## config.mk

```make
export PLATFORM = sky130hd
export DESIGN_NAME = cpu_seq_flat
export DESIGN_NICKNAME = d
export VERILOG_FILES = /design/src/rtl/cpu_pkg.sv /design/src/rtl/cpu_seq_if.sv /design/src/rtl/mem_wait_timer.sv /design/src/rtl/cpu_seq.sv /design/src/flat_wrapper.sv
export SDC_FILE = /design/constraint.sdc
export NUM_CORES = 1
export LEC_CHECK = 0
export CAP_MARGIN = 5
export CORE_ASPECT_RATIO = 1.4
export CORE_MARGIN = 2
export CORE_UTILIZATION = 35
export CTS_CLUSTER_SIZE = 25
export DETAILED_ROUTE_END_ITERATION = 12
export GPL_TIMING_DRIVEN = 0
export PLACE_DENSITY = 0.65
export SYNTH_ARGS = -nofsm -noshare
export SYNTH_HDL_FRONTEND = slang
export SYNTH_SLANG_ARGS = --single-unit
```

## constraint.sdc

```tcl
create_clock -name clk -period 2.3 [get_ports clk]
set_clock_uncertainty 0.05 [all_clocks]
set_input_delay 0.575 -clock clk [delete_from_list [all_inputs] [get_ports clk]]
set_output_delay 0.575 -clock clk [all_outputs]
set_load 0.05 [all_outputs]
```

## src/rtl/cpu_pkg.sv

```systemverilog
// Shared types for the sequencer: FSM state encoding and the stage that
// follows EXEC for a given decoder class.
package cpu_pkg;

   typedef enum logic [2:0] {
      FETCH  = 3'd0,
      DECODE = 3'd1,
      EXEC   = 3'd2,
      MEM    = 3'd3,
      WB     = 3'd4,
      HALT   = 3'd5,
      ERR    = 3'd6
   } state_e;

   localparam logic [1:0] CLS_RETIRE = 2'd0;
   localparam logic [1:0] CLS_WB     = 2'd1;
   localparam logic [1:0] CLS_MEM    = 2'd2;

   // Memory access takes precedence over a plain register writeback.
   function automatic logic [1:0] exec_class(input logic load,
                                             input logic store,
                                             input logic wb);
      if (load || store) return CLS_MEM;
      if (wb)            return CLS_WB;
      return CLS_RETIRE;
   endfunction

endpackage

```

## src/rtl/cpu_seq_if.sv

```systemverilog
// Instruction- and data-memory handshake bundle between the sequencer
// (master) and the memory side (slave).
interface cpu_seq_if #(
   parameter int PC_W   = 16,
   parameter int DATA_W = 16
);
   logic              imem_req;
   logic [PC_W-1:0]   imem_addr;
   logic              imem_ack;
   logic [DATA_W-1:0] imem_rdata;
   logic              dmem_req;
   logic              dmem_we;
   logic              dmem_ack;

   modport master (
      output imem_req, imem_addr, dmem_req, dmem_we,
      input  imem_ack, imem_rdata, dmem_ack
   );

   modport slave (
      input  imem_req, imem_addr, dmem_req, dmem_we,
      output imem_ack, imem_rdata, dmem_ack
   );
endinterface

```

## src/rtl/mem_wait_timer.sv

```systemverilog
// Counts cycles spent waiting for a memory acknowledge. expired pulses on
// the cycle that would complete TIMEOUT waits; an ack in that cycle wins.
module mem_wait_timer #(
   parameter int TIMEOUT = 16
) (
   input  logic clk,
   input  logic clear,
   input  logic tick,
   input  logic ack,
   output logic expired
);

   localparam int          CW   = (TIMEOUT > 1) ? $clog2(TIMEOUT) : 1;
   localparam bit          EN   = (TIMEOUT != 0);
   localparam logic [CW-1:0] LAST = CW'(TIMEOUT - 1);

   logic [CW-1:0] cnt_q;
   logic [CW-1:0] cnt_d;

   always_comb begin
      cnt_d = cnt_q;
      if (clear) begin
         cnt_d = '0;
      end else if (tick && !ack) begin
         cnt_d = cnt_q + CW'(1);
      end
   end

   always_ff @(posedge clk) begin
      cnt_q <= cnt_d;
   end

   assign expired = EN && tick && !ack && (cnt_q == LAST);

endmodule

```

## src/rtl/cpu_seq.sv

```systemverilog
// Multi-cycle instruction sequencer: fetch/decode/execute/memory/writeback
// control with PC, instruction latch and a saturating retire counter.
//
//   state  | meaning
//   -------+---------------------------------------------------------
//   FETCH  | imem_req high, waiting for imem_ack to latch ir
//   DECODE | one cycle, id_en; dec_hlt diverts to HALT
//   EXEC   | one cycle, ex_en; picks MEM, WB or retire
//   MEM    | dmem_req high, waiting for dmem_ack
//   WB     | one cycle, rf_we, then retire
//   HALT   | absorbing, hlt
//   ERR    | absorbing, hlt and err (memory acknowledge timeout)
module cpu_seq
   import cpu_pkg::*;
#(
   parameter int              PC_W     = 16,
   parameter int              DATA_W   = 16,
   parameter logic [PC_W-1:0] RESET_PC = '0,
   parameter int              TIMEOUT  = 16,
   parameter int              CNT_W    = 32
) (
   input  logic              clk,
   input  logic              rst,
   cpu_seq_if.master         mem_if,
   input  logic              dec_load,
   input  logic              dec_store,
   input  logic              dec_wb,
   input  logic              dec_hlt,
   input  logic              alt_pc_ctrl,
   input  logic [PC_W-1:0]   alt_pc,
   output logic [DATA_W-1:0] ir,
   output logic [PC_W-1:0]   pc,
   output logic              id_en,
   output logic              ex_en,
   output logic              rf_we,
   output logic              hlt,
   output logic              err,
   output logic [CNT_W-1:0]  retired
);

   state_e              state_q, state_d;
   logic [PC_W-1:0]     pc_q, pc_d;
   logic [DATA_W-1:0]   ir_q, ir_d;
   logic [CNT_W-1:0]    ret_q, ret_d;
   logic                retire;
   logic                imem_req;
   logic                dmem_req;
   logic                dmem_we;
   logic                wait_clear;
   logic                wait_tick;
   logic                wait_ack;
   logic                expired;

   always_comb begin
      state_d  = state_q;
      pc_d     = pc_q;
      ir_d     = ir_q;
      ret_d    = ret_q;
      retire   = 1'b0;
      imem_req = 1'b0;
      dmem_req = 1'b0;
      dmem_we  = 1'b0;
      id_en    = 1'b0;
      ex_en    = 1'b0;
      rf_we    = 1'b0;
      hlt      = 1'b0;
      err      = 1'b0;
      unique case (state_q)
         FETCH: begin
            imem_req = 1'b1;
            if (mem_if.imem_ack) begin
               ir_d    = mem_if.imem_rdata;
               state_d = DECODE;
            end else if (expired) begin
               state_d = ERR;
            end
         end
         DECODE: begin
            id_en   = 1'b1;
            state_d = dec_hlt ? HALT : EXEC;
         end
         EXEC: begin
            ex_en = 1'b1;
            unique case (exec_class(dec_load, dec_store, dec_wb))
               CLS_MEM: state_d = MEM;
               CLS_WB:  state_d = WB;
               default: retire  = 1'b1;
            endcase
         end
         MEM: begin
            dmem_req = 1'b1;
            dmem_we  = dec_store;
            if (mem_if.dmem_ack) begin
               if (dec_load) state_d = WB;
               else          retire  = 1'b1;
            end else if (expired) begin
               state_d = ERR;
            end
         end
         WB: begin
            rf_we  = 1'b1;
            retire = 1'b1;
         end
         HALT: begin
            hlt = 1'b1;
         end
         ERR: begin
            hlt = 1'b1;
            err = 1'b1;
         end
         default: state_d = ERR;
      endcase
      if (retire) begin
         pc_d    = alt_pc_ctrl ? alt_pc : pc_q + PC_W'(1);
         ret_d   = (&ret_q) ? ret_q : ret_q + CNT_W'(1);
         state_d = FETCH;
      end
   end

   always_ff @(posedge clk) begin
      if (rst) begin
         state_q <= FETCH;
         pc_q    <= RESET_PC;
         ir_q    <= '0;
         ret_q   <= '0;
      end else begin
         state_q <= state_d;
         pc_q    <= pc_d;
         ir_q    <= ir_d;
         ret_q   <= ret_d;
      end
   end

   // The wait count restarts whenever a new handshake state is entered.
   assign wait_tick  = (state_q == FETCH) || (state_q == MEM);
   assign wait_ack   = (state_q == FETCH) ? mem_if.imem_ack :
                       (state_q == MEM)   ? mem_if.dmem_ack : 1'b0;
   assign wait_clear = rst || ((state_d != state_q) &&
                               ((state_d == FETCH) || (state_d == MEM)));

   mem_wait_timer #(
      .TIMEOUT (TIMEOUT)
   ) u_wait (
      .clk     (clk),
      .clear   (wait_clear),
      .tick    (wait_tick),
      .ack     (wait_ack),
      .expired (expired)
   );

   assign mem_if.imem_req  = imem_req;
   assign mem_if.imem_addr = pc_q;
   assign mem_if.dmem_req  = dmem_req;
   assign mem_if.dmem_we   = dmem_we;
   assign ir               = ir_q;
   assign pc               = pc_q;
   assign retired          = ret_q;

endmodule

```

## src/flat_wrapper.sv

```systemverilog
// flat-port wrapper written by rule: the top's interface ports become plain ports
module cpu_seq_flat import cpu_pkg::*;
#(
   parameter int              PC_W     = 16,
   parameter int              DATA_W   = 16,
   parameter logic [PC_W-1:0] RESET_PC = '0,
   parameter int              TIMEOUT  = 16,
   parameter int              CNT_W    = 32
)
  (clk, rst, dec_load, dec_store, dec_wb, dec_hlt, alt_pc_ctrl, alt_pc, ir, pc, id_en, ex_en, rf_we, hlt, err, retired, mem_if_imem_req, mem_if_imem_addr, mem_if_dmem_req, mem_if_dmem_we, mem_if_imem_ack, mem_if_imem_rdata, mem_if_dmem_ack);
  cpu_seq_if #(.PC_W(PC_W), .DATA_W(DATA_W)) mem_if_i ();
  input  logic clk;
  input  logic rst;
  input  logic dec_load;
  input  logic dec_store;
  input  logic dec_wb;
  input  logic dec_hlt;
  input  logic alt_pc_ctrl;
  input  logic [PC_W-1:0] alt_pc;
  output logic [DATA_W-1:0] ir;
  output logic [PC_W-1:0] pc;
  output logic id_en;
  output logic ex_en;
  output logic rf_we;
  output logic hlt;
  output logic err;
  output logic [CNT_W-1:0] retired;
  output wire logic [$bits(mem_if_i.imem_req)-1:0] mem_if_imem_req;
  output wire logic [$bits(mem_if_i.imem_addr)-1:0] mem_if_imem_addr;
  output wire logic [$bits(mem_if_i.dmem_req)-1:0] mem_if_dmem_req;
  output wire logic [$bits(mem_if_i.dmem_we)-1:0] mem_if_dmem_we;
  input wire logic [$bits(mem_if_i.imem_ack)-1:0] mem_if_imem_ack;
  input wire logic [$bits(mem_if_i.imem_rdata)-1:0] mem_if_imem_rdata;
  input wire logic [$bits(mem_if_i.dmem_ack)-1:0] mem_if_dmem_ack;
  assign mem_if_imem_req = mem_if_i.imem_req;
  assign mem_if_imem_addr = mem_if_i.imem_addr;
  assign mem_if_dmem_req = mem_if_i.dmem_req;
  assign mem_if_dmem_we = mem_if_i.dmem_we;
  assign mem_if_i.imem_ack = mem_if_imem_ack;
  assign mem_if_i.imem_rdata = mem_if_imem_rdata;
  assign mem_if_i.dmem_ack = mem_if_dmem_ack;
  cpu_seq #(.PC_W(PC_W), .DATA_W(DATA_W), .RESET_PC(RESET_PC), .TIMEOUT(TIMEOUT), .CNT_W(CNT_W)) u_core (.clk(clk), .rst(rst), .mem_if(mem_if_i), .dec_load(dec_load), .dec_store(dec_store), .dec_wb(dec_wb), .dec_hlt(dec_hlt), .alt_pc_ctrl(alt_pc_ctrl), .alt_pc(alt_pc), .ir(ir), .pc(pc), .id_en(id_en), .ex_en(ex_en), .rf_we(rf_we), .hlt(hlt), .err(err), .retired(retired));
endmodule
```

* After elaboration in Yosys (flattened, before gate mapping)
Index checks and enable logic that the tools add are counted.
** Cells by class
- $add $sub $neg :: 3
- Multipliers :: 0
- Divide/modulo/power cells :: 0
- Order comparisons :: 0
- Equal/unequal tests :: 11
- Shift operators :: 0
- Mux-type cells :: 33
- Bitwise logic cells :: 1
- Reduce and logical (&&, ||, !) cells :: 16
** Operators by type and width (count)
- adder 32 x 1 -> 32 bit, second input constant :: 1
- AND reduction 32 bit :: 1
- 2-to-1 mux 1 bit :: 18
- 2-to-1 mux 3 bit :: 6
- adder 16 x 1 -> 16 bit, second input constant :: 1
- 2-to-1 mux 16 bit :: 1
- one-hot mux 3 bit (5 select lines) :: 1
- 2-to-1 mux 2 bit :: 5
- == test 3 x 2 -> 1 bit, second input constant :: 3
- == test 3 bit, second input constant :: 3
- logical NOT 3 bit :: 2
- one-hot mux 3 bit (2 select lines) :: 1
- adder 4 x 1 -> 4 bit, second input constant :: 1
- == test 4 bit, second input constant :: 1
- logical OR 1 bit :: 4
- AND reduction 2 bit :: 2
- OR reduction 2 bit :: 2
- == test 3 x 1 -> 1 bit, second input constant :: 1
- logical AND 1 bit :: 3
- inequality test 3 bit :: 1
- one-hot mux 1 bit (3 select lines) :: 1
- OR reduction 3 bit :: 1
- == test 2 x 1 -> 1 bit, second input constant :: 1
- == test 2 bit, second input constant :: 1
- other kinds (2) :: 2
** Word-level totals
- Bits in registers :: 71
- Bits in latches :: 0
- RAM bits :: 0
- Memory bits (read-only) :: 0
- Bits of input ports :: 41
- Output and inout port bits :: 88
- Logic and storage cells :: 69
- Memories :: 0

* Depth between registers and ports, before layout
Gate-level depths: netlist of the first run.
- Depth after elaboration :: 17
- Mapped depth :: 8
- Mapped depth without buffers :: 6

* Modules after synthesis
From an unflattened synthesis of the first run, not the netlist that was laid out.
** Second synthesis, totals
- Cells, all modules :: 499
- Area, all modules :: 3987.6 µm²
** By module, submodules not included
- cpu_seq :: times used 1, cells an instance 481, area each 3797.4 µm², sequential area each 1341.3 µm²
- mem_wait_timer :: times used 1, cells an instance 18, area each 190.2 µm², sequential area each 80.1 µm²

* Least setup slack after synthesis of the first run
Ideal clock, no wire load.
- Kind :: reg2reg
- Start :: reg u_core.state_q[1]
- End :: reg u_core.ir_q[10], in the netlist u_core.ir[10]
- Setup time :: 0.070 ns
- Arrival time :: 2.494 ns
- Data required time :: 2.180 ns
- Slack :: -0.315 ns
- Cell stages (with the launch flop) :: 8
- Path buffers :: 3
- Period minus slack after synthesis :: 2.615 ns
- Cells stage by stage :: dfxtp_1 > clkbuf_8 > nor3_1 > and2_1 > clkbuf_1 > clkbuf_1 > nand2_1 > a21oi_1
** Between the ends
- Word-level cells in the longest chain between the ends :: 2
** Ends and longest elaborated chain
- from (decl) :: line cpu_seq.sv:41 : state_e state_q, state_d;
- from (signal assigned) :: line cpu_seq.sv:127 : state_q <= state_d;
- logical NOT 3 bit :: line cpu_seq.sv:68 : unique case (state_q)
- AND reduction 2 bit (no source line)
- to (signal assigned) :: line cpu_seq.sv:129 : ir_q <= ir_d;
- to (decl) :: line cpu_seq.sv:43 : logic [DATA_W-1:0] ir_q, ir_d;
Every way passes these cells.
A chain may end at the register's enable or synchronous reset.

* Worst setup path in the final report of the first run
- Start :: reg u_core.pc_q[6], in the netlist u_core.mem_if.imem_addr[6]
- End :: out pc[6]
** RTL lines
- from (decl) :: line cpu_seq.sv:42 : logic [PC_W-1:0] pc_q, pc_d;
- from (signal assigned) :: line cpu_seq.sv:128 : pc_q <= pc_d;
- to (decl) :: line flat_wrapper.sv:21 : output logic [PC_W-1:0] pc;
No word-level cell between the ends.

==> results of run 1 <==
==> cells by family (layout without fill, tap and decap cells) <==
| logic type | after synthesis | after routing | synth area share (%) |
|---|---|---|---|
| xor gates and xnor gates | 4 | 4 | 0.8818 |
| and+or+nand+nor | 212 | 212 | 28.31 |
| AOI/OAI and AO/OA | 142 | 144 | 23.08 |
| muxes | 10 | 10 | 2.739 |
| buffers and inverters | 56 | 217 | 8.280 |
| adders and majority gates | 3 | 3 | 0.9447 |
| DFF | 71 | 71 | 35.77 |
==> where the power goes <==
part | total (mW) | switching (mW) | internal (mW) | leakage, nW
Clock | 1.48 | 0.542 | 0.941 | 0.151
Combinational | 0.743 | 0.460 | 0.283 | 1.59
Sequential | 1.33 | 0.0476 | 1.28 | 0.582
==> synthesized netlist by cell type (all sizes together), types with 3 or more instances <==
cell type   n
buf        26
a211oi      9
a31oi       3
nor2b       9
o31ai      22
dfxtp      71
clkbuf     21
nand3b      3
nand4      13
a21oi      62
inv         8
and4        3
and2        7
nor3        8
nand3      18
or2         3
mux2i       3
or4        21
mux2        7
ha          3
o22ai       4
nor2       26
nand2b      3
and3       10
o21ai      22
nor4        6
or3b        3
or3         9
nand2      66
==> layer usage <==
layer | up-vias | wire length (µm)
li1 | 2156 | -
met1 | 2156 | 5261
met2 | 154 | 6995
met3 | 41 | 727
met4 | 0 | 563
met5 | - | 0
==> stage by stage <==
stage	area [µm²]	TNS [ns]	power, mW
6_report	6043	0	3.555
5_1_grt	6043	-0.3508	3.668
4_1_cts	5941	0	3.569
3_5_place_dp	5490	-34.99	2.084
3_3_place_gp	5490	-34.85	2.074
2_1_floorplan	4029	-0.02970	1.809
==> repair_timing <==
action | CTS | global route
hold endpoints to repair | 0 | 0
gates resized for setup | 73 | 32
endpoints found under the setup margin | 77 | 43
pin swaps | 11 | 8
cloned | 2 | 1
setup buffers | 14 | 3
==> critical path: cells and delay by family (launching register included) <==
family | cells | cell delay (ns)
buf+inv | 2 | 0.92
flops | 1 | 0.39
==> flip-flops by register name (all words and copies together), names as in the netlist <==
register,cells
u_core.ir,16
u_core.mem_if.imem_addr,16
u_core.retired,32
u_core.state_q,3
u_core.u_wait.cnt_q,4
==> cell type report <==
type | count | area share (%)
clock inverter | 6 | 1.429
timing repair buffer | 146 | 23.19
inverter | 8 | 0.4969
sequential | 71 | 23.77
buffer | 48 | 5.155
clock buffer | 9 | 3.727
multi-input combinational | 373 | 39.25
tap | 144 | 2.981
==> final timing paths <==
path                                                         startpoint                              end  slack, ns
worst max-delay path            u_core.mem_if.imem_addr[6]$_SDFFE_PP0P_                            pc[6]       0.03
worst min-delay path                          u_core.ir[0]$_SDFFE_PP0P_        u_core.ir[0]$_SDFFE_PP0P_       0.40
worst max register to register             u_core.state_q[1]$_SDFF_PP0_  u_core.retired[27]$_SDFFE_PP0P_       0.04
worst min register to register                u_core.ir[0]$_SDFFE_PP0P_        u_core.ir[0]$_SDFFE_PP0P_       0.40
==> impl_metrics.yaml, run 1 <==
power:
  cellLeakagePower_nw: 2.325
  power-per-cell-area_nw_per_um2: 588.3
  max-vdd-ir-drop_mv: 0.3873
routing:
  drcViolationCount: 0
  drt-total-wl_um: 13550
  avgRoutedWirePerCell_um: 16.83
  antenna_left: 0
  vias: 4507
  firstDrtPassIters: 5
  vias_per_cell: 5.599
  drtIter0Drc: 186
status:
  status: "finished, final reports clean"
clocking:
  clk_latency_ns: 0.34
  htreeDepth: 3
  clk_pin_slew_worst_paths_ns: 0.06
  cts_hold_buf: 0
  cts_tree: "built"
  clockRootBuffer: "clkbuf_16"
  cts.sink_count: 71
  cts_buffers: 9
  cts_buffer_depth: 2
logic_synthesis:
  synth_cell_types: 62
  synth_top_area_share_pct: 35.77
  synth_area_per_cell_um2: 7.980
  syn_inst: 498
  synth_seq_cells: 71
  syn_area_um2: 3974
  synth_top_flop_cell: "dfxtp_1"
  synth-edff-count: 0
  yosys_warnings: 0
  ys_seq_area_share_pct: 35.77
  synth.area.top_cells: "dfxtp_1 (36%), a21oi_1 (7.8%), nand2_1 (6.2%)"
  syn_nets: 542
  synthArstFlopShare_pct: 0
  synth_area_leader_cell: "dfxtp_1"
timing:
  finalCriticalPeriod_ns: 2.266
  setup_ws_ns: 0.03422
  rsz0062_at_grt: "yes"
  finalHoldViolCount: 0
  finalMaxSlewViolations: 0
  maxSlewHeadroom_pct: 48.88
  period_share_pct: 98.51
  fmax_mhz: 441.3
  finalSetupViolCount: 0
  tightestPinTransition_ns: 0.7588
  hold_ws_ns: 0.4035
final_layout:
  n_fill_cell: 1066
  final_cell_count_no_fill: 805
  multi_input_area_um2: 2372
  antennaDiodeCount: 0
  final_cell_mix: "clkdlybuf4s50_1 (92), nand2_1 (66), a21oi_1 (60), dfxtp_1 (59), buf_4 (32)"
  nets: 701
  area_growth_pct: 52.08
  fin_util_pct: 53.85
  drive_gt1_share_pct: 19.21
  final_common_cell: "clkdlybuf4s50_1"
  layout.area.seq_um2: 1436
worst_setup_path:
  reg2reg_depth: 8
  crit_path_start_kind: "register"
  critPathRequiredTime_ns: 1.67
  critPathMaxFanout: 4
  critPathSlowestCell: "clkdlybuf4s50_1"
  criticalPathCategory: "register to output pin"
  slowest_delay_ns: 0.79
  critPathArrivalTime_ns: 1.64
  cp_cell_sequence: "buf_4 -> clkdlybuf4s50_1"
  endpoint_kind: "output pin"
placement:
  portBuffers: 128
  gp_routability_congestion: 0.8789
  place_inst: 770
  dp_slack_ns: -0.7777
  hpwlAfterDp_um: 9664
floorplanning:
  die_w_um: 94.06
  coreArea_um2: 11220
  die_area_um2: 12230
  die_y_um: 130.1
  initial_core_util_pct: 35.41
  ios: 129
  rows: 46
global_routing:
  grt_max_degree: 13
  met3_usage_pct: 3.349
  grt_pass1_vias: 4310
  track_usage_pct: 21.54
  grt_pass1_wl_um: 20990
  grt-ovfl-total: 0
  grt-busiest-layer: "met2"
  grt_use_met2_pct: 37.06
  gr-usage-met1_pct: 24.91
  antenna_found_initial: 0
worst_hold_path:
  hold_class: "register to register"
  whs_path_depth: 2
job:
  cap_viol_max_count: 0
(Power assumes the default switching activity.)
==> run 2: changes to the inputs <==
--- a/config.mk
+++ b/config.mk
@@ -5,10 +5,12 @@
 export SDC_FILE = /design/constraint.sdc
 export NUM_CORES = 1
 export LEC_CHECK = 0
-export CAP_MARGIN = 5
+export ABC_AREA = 1
+export CAP_MARGIN = 15
 export CORE_ASPECT_RATIO = 1.4
 export CORE_MARGIN = 2
 export CORE_UTILIZATION = 35
+export CTS_CLUSTER_DIAMETER = 30
 export CTS_CLUSTER_SIZE = 25
 export DETAILED_ROUTE_END_ITERATION = 12
 export GPL_TIMING_DRIVEN = 0
==> impl_metrics.yaml, run 2 <==
clocking:
  cts_buffers: 9
  cts_hold_buf: 0
  cts_tree: "built"
  htreeDepth: 3
  cts_buffer_depth: 2
  clk_latency_ns: 0.34
  clk_pin_slew_worst_paths_ns: 0.05
  clockRootBuffer: "clkbuf_16"
  cts.sink_count: 71
placement:
  placed_area_um2: 5480
  place_inst: 872
  portBuffers: 127
  gp_routability_congestion: 0.8915
  dp_slack_ns: -0.3716
  hpwlAfterDp_um: 9426
logic_synthesis:
  yosys_warnings: 0
  synth_area_per_cell_um2: 6.704
  ys_top_cells_by_count: "nand2_1 (156), dfxtp_1 (71), a21oi_1 (60)"
  synth.area.top_cells: "dfxtp_1 (35%), nand2_1 (15%), a21oi_1 (7.5%)"
  synth_top_family_by_area: "simple AND/OR/NAND/NOR gates"
  syn_area_um2: 4029
  synthAdderAreaFrac_pct: 0.9317
  synth_area_leader_cell: "dfxtp_1"
  syn_nets: 645
  syn_inst: 601
  ys_seq_area_share_pct: 35.28
  synth-edff-count: 0
  synthSimpleGateAreaFrac_pct: 33.48
  synth-xor-area-share_pct: 4.565
  synth_top_area_share_pct: 35.28
  synth.most_common_cell: "nand2_1"
  synthMuxAreaShare_pct: 0.2484
  synthArstFlopShare_pct: 0
  synth_cell_types: 39
  synth_compound_area_share_pct: 13.91
  synth_top_flop_cell: "dfxtp_1"
  synth_seq_cells: 71
routing:
  antenna_left: 0
  vias: 4373
  avgRoutedWirePerCell_um: 13.68
  drtIter0Drc: 148
  drcViolationCount: 0
  drt-total-wl_um: 12150
  vias_per_cell: 4.925
  firstDrtPassIters: 4
job:
  cap_viol_max_count: 0
status:
  status: "finished, final reports clean"
floorplanning:
  coreArea_um2: 11280
  die_w_um: 94.68
  die_area_um2: 12400
  initial_core_util_pct: 35.71
  rows: 46
  die_y_um: 130.9
  ios: 129
worst_setup_path:
  criticalPathCategory: "register to output pin"
  critPathArrivalTime_ns: 1.64
  cp_cell_sequence: "clkdlybuf4s50_1"
  critPathMaxFanout: 6
  cp_num_buf_inv: 1
  crit_path_start_kind: "register"
  endpoint_kind: "output pin"
  regToRegSetupSlack_ns: 0.26
  cp-startpoint: "u_core.retired[29]$_SDFFE_PP0P_"
  slowest_delay_ns: 0.85
  crit_family: "buffers and inverters"
  critPathSlowestCell: "clkdlybuf4s50_1"
  reg2reg_depth: 10
  rr_endpoint: "u_core.mem_if.imem_addr[14]$_SDFFE_PP0P_"
  critPathRequiredTime_ns: 1.67
  cp.depth: 1
  reg2reg_from: "u_core.mem_if.imem_addr[0]$_SDFFE_PP0P_"
timing:
  finalSetupViolCount: 0
  tns_ns: 0
  setup_ws_ns: 0.03812
  finalMaxSlewViolations: 0
  tightestPinTransition_ns: 0.6307
  hold_ws_ns: 0.4130
  period_share_pct: 98.34
  rsz0062_at_grt: "no"
  finalHoldViolCount: 0
  fmax_mhz: 442.1
  finalCriticalPeriod_ns: 2.262
  maxSlewHeadroom_pct: 57.95
final_layout:
  multi_input_area_um2: 2141
  final_cell_count_no_fill: 888
  fin_area_um2: 5773
  area_growth_pct: 43.29
  fin_util_pct: 51.18
  largest_reg_flops: 32
  n_fill_cell: 1144
  final_common_cell: "nand2_1"
  antennaDiodeCount: 0
  drive_gt1_share_pct: 8.737
  nets: 783
  final_cell_mix: "nand2_1 (156), clkdlybuf4s50_1 (96), dfxtp_1 (71), a21oi_1 (60), inv_1 (58)"
  layout.area.seq_um2: 1421
power:
  cellLeakagePower_nw: 2.380
  power-per-cell-area_nw_per_um2: 747.8
  max-vdd-ir-drop_mv: 0.4386
  total_power_mw: 4.317
global_routing:
  track_usage_pct: 20.12
  grt_pass1_wl_um: 19840
  grt_max_degree: 13
  grt_pass1_vias: 4300
  grt-ovfl-total: 0
  antenna_found_initial: 0
worst_hold_path:
  min_to: "u_core.ir[6]$_SDFFE_PP0P_"
  whs_path_depth: 2
  worstHoldStart: "u_core.ir[6]$_SDFFE_PP0P_"
  hold_class: "register to register"
-- run 2: cell types whose count changed after synthesis, moves of 9 or more --
cell     previous run  this run
and3_1              9         0
inv_1               8        58
nand2_1            66       156
nand3_1            18        28
nor2_1             25        50
nor2b_1             9         0
nor3_1              8        26
o21ai_0            21        35
o31ai_1            22         0
or4_1              21         0
xnor2_1             2        12
-- run 2: worst max path at each step --
stage | end | slack (ns)
finish | retired[29] | 0.04
global route | retired[7] | 0.005
detailed placement | mem_if_dmem_we | -0.37
CTS | pc[11] | 0.002
global placement | mem_if_dmem_we | -0.35
floorplan | u_core.retired[28]$_SDFFE_PP0P_ | 0.17
-- run 2: repair_timing --
action                                  in CTS  in global routing
endpoints found under the setup margin      23                 14
buffers inserted                             0                  0
gates resized for setup                     29                 16
pin swaps                                    0                  0
-- run 2: routing by layer --
layer / track usage [%] / part of all wire [%]
met3: 3.612 / 5.6
met4: 7.843 / 1.7
met2: 37.34 / 51
met5: 0 / 0
met1: 22.51 / 41
-- run 2: logic make-up after synthesis --
logic type	after synthesis
simple gates	297
compound gates	107
buf+inv	101
flops	71
xor+xnor	21
fa+ha+maj	3
mux	1
-- run 2: layout make-up --
cell class	instances	area share (%)
Clock inverter	5	0.9970
Timing Repair Buffer	127	21.87
Buffer	35	3.749
Inverter	66	4.356
Tap cell	144	3.121
Sequential cell	71	24.62
Clock buffer	11	4.205
Multi-Input combinational cell	429	37.08
-- run 2: power breakdown --
part | internal, mW | switching, mW | total, mW
clock | 0.867 | 0.537 | 1.40
combinational | 0.489 | 0.977 | 1.47
sequential | 1.34 | 0.112 | 1.45
total | 2.69 | 1.63 | 4.32
==> run 3: changes to the inputs <==
--- a/config.mk
+++ b/config.mk
@@ -6,7 +6,7 @@
 export NUM_CORES = 1
 export LEC_CHECK = 0
 export ABC_AREA = 1
-export CAP_MARGIN = 15
+export CAP_MARGIN = 40
 export CORE_ASPECT_RATIO = 1.4
 export CORE_MARGIN = 2
 export CORE_UTILIZATION = 35
==> results of run 3 <==
The final DEF is identical to that of run 2; final timing and power are the same.
